**config.mk**
```make
export PLATFORM = sky130hd
export DESIGN_NAME = sorteio_papeis
export DESIGN_NICKNAME = d
export VERILOG_FILES = /design/src/rtl/sorteio_papeis.sv
export SDC_FILE = /design/constraint.sdc
export NUM_CORES = 1
export LEC_CHECK = 0
export ABC_AREA = 0
export BUFFER_PORTS_ARGS = -buffer_cell sky130_fd_sc_hd__buf_2
export CAP_MARGIN = 20
export CORE_MARGIN = 5
export CORE_UTILIZATION = 65
export CTS_BUF_LIST = sky130_fd_sc_hd__clkbuf_16
export CTS_CLUSTER_SIZE = 24
export DETAILED_ROUTE_END_ITERATION = 10
export GPL_TIMING_DRIVEN = 0
export PLACE_DENSITY_LB_ADDON = 0.05
export SLEW_MARGIN = 20
export SYNTH_ARGS = -nofsm -noshare
export SYNTH_HDL_FRONTEND = slang
export SYNTH_SLANG_ARGS = --single-unit
export TNS_END_PERCENT = 5
```
**constraint.sdc**
```tcl
create_clock -name clock -period 5.6 [get_ports clock]
set_input_delay 0.56 -clock clock [delete_from_list [all_inputs] [get_ports clock]]
set_output_delay 0.56 -clock clock [all_outputs]
set_load 0.005 [all_outputs]
```
**src/rtl/sorteio_papeis.sv**
```systemverilog
// Role-assignment stage: fills a per-player role table and shuffles it with an
// LFSR-driven Fisher-Yates pass, then serves role lookups by player index.
module sorteio_papeis #(
  parameter int unsigned N_JOGADORES = 8,
  parameter int unsigned N_LOBOS     = 2
) (
  input  logic        clock,
  input  logic        reset,
  input  logic        e_seed_reg,
  input  logic [15:0] seed_in,
  input  logic        inicia,
  input  logic [2:0]  consulta_jogador,
  output logic [1:0]  papel,
  output logic        pronto,
  output logic        ocupado,
  output logic [2:0]  db_estado
);

  localparam logic [2:0] StOcioso   = 3'd0;
  localparam logic [2:0] StPreenche = 3'd1;
  localparam logic [2:0] StSorteia  = 3'd2;
  localparam logic [2:0] StTroca    = 3'd3;
  localparam logic [2:0] StFim      = 3'd4;

  localparam logic [1:0] PapelAldeao  = 2'd0;
  localparam logic [1:0] PapelLobo    = 2'd1;
  localparam logic [1:0] PapelVidente = 2'd2;
  localparam logic [1:0] PapelMedico  = 2'd3;

  localparam logic [15:0] SeedPadrao = 16'hACE1;

  localparam logic [2:0] UltimoIdx  = 3'(N_JOGADORES - 1);
  localparam logic [2:0] IdxVidente = 3'(N_LOBOS);
  localparam logic [2:0] IdxMedico  = 3'(N_LOBOS + 1);
  localparam logic [3:0] NumJog     = 4'(N_JOGADORES);

  logic [2:0]  r_estado;
  logic [15:0] r_lfsr;
  logic [2:0]  r_idx;
  logic [2:0]  r_i;
  logic [2:0]  r_j;
  logic [1:0]  r_tab [8];

  logic [2:0]  w_estado_prox;
  logic        w_aceita_cmd;
  logic        w_carrega_seed;
  logic        w_fb;
  logic [3:0]  w_i_mais1;
  logic [11:0] w_prod;
  logic [2:0]  w_j;
  logic [1:0]  w_papel_inicial;

  // Seed load and start are only honoured while no shuffle is running.
  assign w_aceita_cmd   = (r_estado == StOcioso) || (r_estado == StFim);
  assign w_carrega_seed = e_seed_reg && w_aceita_cmd;

  assign w_fb = r_lfsr[15] ^ r_lfsr[13] ^ r_lfsr[12] ^ r_lfsr[10];

  // Scaled multiply maps the low LFSR byte into 0..i without a divider.
  assign w_i_mais1 = {1'b0, r_i} + 4'd1;
  assign w_prod    = 12'(r_lfsr[7:0]) * 12'(w_i_mais1);
  assign w_j       = 3'(w_prod >> 8);

  always_comb begin
    w_papel_inicial = PapelAldeao;
    if (r_idx < IdxVidente) begin
      w_papel_inicial = PapelLobo;
    end else if (r_idx == IdxVidente) begin
      w_papel_inicial = PapelVidente;
    end else if (r_idx == IdxMedico) begin
      w_papel_inicial = PapelMedico;
    end
  end

  always_comb begin
    w_estado_prox = r_estado;
    case (r_estado)
      StOcioso, StFim: begin
        if (inicia) w_estado_prox = StPreenche;
      end
      StPreenche: begin
        if (r_idx == UltimoIdx) w_estado_prox = StSorteia;
      end
      StSorteia: w_estado_prox = StTroca;
      StTroca: begin
        w_estado_prox = (r_i == 3'd1) ? StFim : StSorteia;
      end
      default: w_estado_prox = StOcioso;
    endcase
  end

  always_ff @(posedge clock) begin
    if (reset) begin
      r_estado <= StOcioso;
      r_lfsr   <= SeedPadrao;
      r_idx    <= 3'd0;
      r_i      <= 3'd0;
      r_j      <= 3'd0;
      for (int k = 0; k < 8; k++) begin
        r_tab[k] <= PapelAldeao;
      end
    end else begin
      r_estado <= w_estado_prox;

      if (w_carrega_seed) begin
        r_lfsr <= (seed_in == 16'd0) ? SeedPadrao : seed_in;
      end else if (r_estado == StSorteia) begin
        r_lfsr <= {r_lfsr[14:0], w_fb};
      end

      case (r_estado)
        StOcioso, StFim: begin
          if (inicia) r_idx <= 3'd0;
        end
        StPreenche: begin
          r_tab[r_idx] <= w_papel_inicial;
          r_idx        <= r_idx + 3'd1;
          if (r_idx == UltimoIdx) r_i <= UltimoIdx;
        end
        StSorteia: begin
          r_j <= w_j;
        end
        StTroca: begin
          // With j == i both writes carry the same value, leaving the entry intact.
          r_tab[r_i] <= r_tab[r_j];
          r_tab[r_j] <= r_tab[r_i];
          if (r_i != 3'd1) r_i <= r_i - 3'd1;
        end
        default: ;
      endcase
    end
  end

  always_comb begin
    papel = PapelAldeao;
    if ({1'b0, consulta_jogador} < NumJog) begin
      papel = r_tab[consulta_jogador];
    end
  end

  assign pronto    = (r_estado == StFim);
  assign ocupado   = (r_estado == StPreenche) || (r_estado == StSorteia) ||
                     (r_estado == StTroca);
  assign db_estado = r_estado;

endmodule

```
# Yosys cells after proc, flatten, opt, wreduce, memory -nomap -nowiden
# Memory sizes are Yosys's and may differ from the RTL's. A register that Yosys moved wholly into a read port is not among the register bits.
# Cells that the tools add are included.
[word_totals]
mem_bits_rw = 16
regBits = 28
memories = 1
wordCells = 78
out_inout_bits = 7
input_bits = 23
[classes]
add_sub_neg = 3
n_lt_le_gt_ge = 1
multipliers = 1
n_eq_ne = 12
n_mux = 36
n_reduce_logical = 16
bitwise = 3
[mem_list]
columns = ["memory", "words", "word_bits", "read_ports", "rd_ports_with_merged_regs", "wr", "line", "rtl"]
rows = [
  ["r_tab", 8, 2, 3, 2, 8, "42", "logic [1:0] r_tab [8];"],
]
[op_table]
columns = ["cell", "n"]
rows = [
  ["$mux W16", 3],
  ["$mux W3", 13],
  ["$logic_not A16 Y1", 1],
  ["$eq A3 B2 Y1 const B", 4],
  ["$mux W2", 6],
  ["$pmux W3 S2", 2],
  ["$pmux W3 S4", 1],
  ["$mul A8 B4 Y11", 1],
  ["$mux W1", 11],
  ["$reduce_or A2 Y1", 4],
  ["$eq A3 B1 Y1 const B", 2],
  ["$eq A3 B3 Y1 const B", 2],
  ["$ne A2 B2 Y1 const B", 3],
  ["$reduce_bool A2 Y1", 3],
  ["$add A3 B1 Y4 const B", 1],
  ["$reduce_and A2 Y1", 2],
  ["$add A3 B1 Y3 const B", 1],
  ["$logic_not A3 Y1", 1],
  ["$logic_or A1 B1 Y1", 3],
  ["$lt A3 B2 Y1 const B", 1],
  ["$ne A3 B1 Y1 const B", 1],
  ["$reduce_and A3 Y1", 1],
  ["$sub A3 B1 Y3 const B", 1],
  ["$xor A1 B1 Y1", 3],
  ["$logic_and A1 B1 Y1", 1],
]

# Depth between registers and ports, before layout
[logic_depth]
word_depth = 7
depth_mapped = 13

# Worst setup path before layout
# Ideal clock, no wire load.
[synth_timing]
path_kind = "register -> register"
startpoint = "reg r_i[0]"
endpoint = "reg (tool-made name)"
setup_ns = 0.127
path_buffers = 0
arrival_time_ns = 3.346
synth_period_minus_slack_ns = 3.472
setup_slack_ns = 2.128
stages_incl_launch_ff = 14
cell_sequence = "dfxtp_1 > inv_1 > ha_1 > and2_1 > fa_1 > inv_1 > fa_1 > inv_1 > ha_1 > a21o_1 > a31o_2 > nand3_1 > a2111oi_0 > a311o_1"
[synth_lines]
columns = ["element", "line", "rtl"]
rows = [
  ["start, declared", "40", "logic [2:0] r_i;"],
  ["start signal, assigned", "118", "if (r_idx == UltimoIdx) r_i <= UltimoIdx;"],
  ["start signal, assigned", "127", "if (r_i != 3'd1) r_i <= r_i - 3'd1;"],
]

# Worst setup path after layout
[layout_timing]
startpoint = "reg r_i[0]"
endpoint = "reg r_j[2]"
[layout_between]
elab_chain_cells = 2
[layout_rtl]
columns = ["element", "line", "rtl"]
rows = [
  ["$add A3 B1 Y4", "60", "assign w_i_mais1 = {1'b0, r_i} + 4'd1;"],
  ["$mul A8 B4 Y11", "61", "assign w_prod = 12'(r_lfsr[7:0]) * 12'(w_i_mais1);"],
  ["end signal, assigned", "121", "r_j <= w_j;"],
  ["end, declared", "41", "logic [2:0] r_j;"],
]
# No other way between the ends.
# A chain may end at the register's enable or synchronous reset.

==> flow_metrics.env <==
export IMPL_dr_pass1_iters=5
export IMPL_p_leak_nw=1.63
export IMPL_synth_edf_count=16
export IMPL_drtIter0Drc=319
export IMPL_wl_per_cell_um=17.2
export IMPL_drv_cap=0
export IMPL_die_width_um=84.7
export IMPL_setup_violations=0
export IMPL_yosys_warnings=0
export IMPL_grt_max_degree=19
export IMPL_synth_main_ff_cell="dfxtp_1"
export IMPL_clk_path_buf_depth=2
export IMPL_synth_seq_cells=50
export IMPL_dp_cells=498
export IMPL_period_share_pct=76.2
export IMPL_mappedNetlistArea_um2=3630
export IMPL_final_cells=506
export IMPL_grt_usage_pct=24.7
export IMPL_vias=3230
export IMPL_min_path_type="reg -> reg"
export IMPL_pwr_density_cell_nw_per_um2=204
export IMPL_worstReg2RegEnd="r_j[2]"
export IMPL_cts_setup_buffers=0
export IMPL_cts_sinks=50
export IMPL_peakVddDrop_v=0.000170
export IMPL_yosys_area_share_simple_pct=22.7
export IMPL_synth_xor_area_share_pct=1.69
export IMPL_postCtsResizedCells=0
export IMPL_ios=30
export IMPL_fmax_mhz=234
export IMPL_num_antenna_cells=0
export IMPL_synth_fp_nets=450
export IMPL_min_period_ns=4.27
export IMPL_insertion_delay_ns=0.30
export IMPL_min_from="r_lfsr[11]"
export IMPL_area_growth_pct=10.7
export IMPL_r2r_start="r_i[0]"
export IMPL_reg2regPathDepth=11
export IMPL_layout_common_cells="nor2_1 (52), nand2_1 (43), dfxtp_1 (34)"
export IMPL_synthCells=397
export IMPL_power_mw=0.819
export IMPL_final_nets=486
export IMPL_finalMaxSlewViolations=0
export IMPL_rsz0062_at_grt="no"
export IMPL_synthArstFlopShare_pct=0
export IMPL_coreArea_um2=5470
export IMPL_rrSetupSlack_ns=1.33
export IMPL_drt_total_wl_mm=8.69
export IMPL_synth_compound_area_share_pct=16.8
export IMPL_fin_skew_ns=0.00893
export IMPL_antenna_found_initial=0
export IMPL_io_buffers=29
export IMPL_crit_fanout=10
export IMPL_dieArea_um2=7170
export IMPL_start_util_pct=66.3
export IMPL_holdWs_ns=0.486
export IMPL_hold_path_end="r_lfsr[12]"
export IMPL_crit_required_ns=5.73
export IMPL_path_clk_slew_ns=0.07
export IMPL_synth_top_family_by_area="simple AND/OR/NAND/NOR gates"
export IMPL_grt_overflow_total=0
export IMPL_worstSetupStartpointType="flip-flop"
export IMPL_outcome="finished, final reports clean"
export IMPL_arrival_ns=4.39
export IMPL_viasPerCell=6.38
export IMPL_cts_tree="done"
export IMPL_place_congestion=0.864
export IMPL_grt_pass1_vias=3071
export IMPL_dieHeight_um=84.7
export IMPL_hold_viol_final=0
export IMPL_end_kind="flip-flop"
export IMPL_root_buffer="clkbuf_16"
export IMPL_drive_gt1_share_pct=16.6
export IMPL_critPathKind="reg -> reg"
export IMPL_synth_area_per_cell_um2=9.13
export IMPL_synth_cell_types=49
export IMPL_ctsHoldBuffers=0
export IMPL_whs_path_depth=2
export IMPL_drc=0
export IMPL_antenna_left=0
export IMPL_worst_pin_slew_ns=0.788
export IMPL_synth_mux_area_fraction_pct=9.94
export IMPL_layout_commonest_cell="nor2_1"
export IMPL_timing_setup_tns_ns=0
export IMPL_cts_max_level=2
export IMPL_synth_fa_ha_area_share_pct=12.6
export IMPL_hpwl_mm=6.54
export IMPL_cts_buffers_inserted=5
export IMPL_max_slew_margin_pct=46.0
export IMPL_grt_pass1_wl_mm=14.5
export IMPL_num_rows=27
export IMPL_yosysSeqAreaShare_pct=32.0
==> metal layers <==
layer / routed length (µm) / vias to the layer above / track usage, %
li1: - / 1515 / -
met5: 0 / - / 0
met2: 4000 / 153 / 38.7
met4: 156 / 0 / 7.19
met1: 3950 / 1543 / 35.2
met3: 579 / 19 / 4.12
==> worst max-delay path: stages (launching register included) <==
cell and delay (ns):
dfxtp_1 0.58, ha_1 0.23, xor2_1 0.53, nand2_1 0.17, fa_1 0.52, fa_1 0.55
inv_1 0.05, ha_1 0.31, a21oi_1 0.28, o21bai_1 0.13, a21o_1 0.20, o311ai_0 0.57
==> area by class of cell <==
cell class	count	area, µm²
multi-input cells	307	2310
fillers	437	1460
flip-flops and latches	50	1160
repair buffers	29	145
clock buffers	5	125
inverters	26	97.6
well taps	72	90.1
plain buffers	14	57.6
clock inverters	3	28.8
==> where the power goes <==
part           internal [mW]  switching [mW]  leakage [nW]
Clock                  0.171           0.147        0.0763
Sequential             0.389          0.0173         0.444
Combinational         0.0429          0.0507          1.11
Total                  0.604           0.215          1.63
==> cells in the mapped netlist, types with 7 or more instances <==
library cell	count	area, µm²
nor2_1	52	195
nand2_1	43	161
dfxtp_1	34	681
inv_1	26	97.6
a21oi_1	20	100
ha_1	19	238
edfxtp_1	16	480
and2_1	15	93.8
mux4_2	12	270
fa_1	11	220
nand3_1	11	55.1
o21ai_0	11	55.1
clkbuf_1	10	37.5
a311oi_1	9	78.8
a31o_2	9	78.8
nand2b_1	9	56.3
nor2b_1	8	50.1
a221oi_1	7	61.3
nand4_1	7	43.8
o211ai_1	7	52.6
==> kinds of logic after synthesis <==
group | count (synthesis)
compound gates | 83
simple gates | 167
buf+inv | 40
xor+xnor | 7
flops | 50
fa+ha+maj | 30
mux | 20
==> metrics by stage <==
| stage | utilization [%] | instance area [µm²] | worst slack [ns] |
|---|---|---|---|
| after floorplan | - | 3630 | 2.13 |
| after global placement | 70.6 | 3860 | 1.57 |
| after detailed placement | 70.6 | 3860 | 1.41 |
| after CTS | 73.4 | 4020 | 1.34 |
| after global routing | 73.4 | 4020 | 1.01 |
| final | 73.4 | 4020 | 1.33 |
==> worst max path at each step <==
stage	from	endpoint	slack [ns]	depth (start not counted)
after floorplan	r_i[0]	flip-flop	2.13	13
after global placement	r_i[0]	flip-flop	1.57	12
after global routing	r_i[0]	r_j[2]	1.01	11
after detailed placement	r_i[0]	flip-flop	1.41	11
after CTS	r_i[0]	r_j[2]	1.34	11
final	r_i[0]	r_j[2]	1.33	11
(Power assumes the default switching activity.)
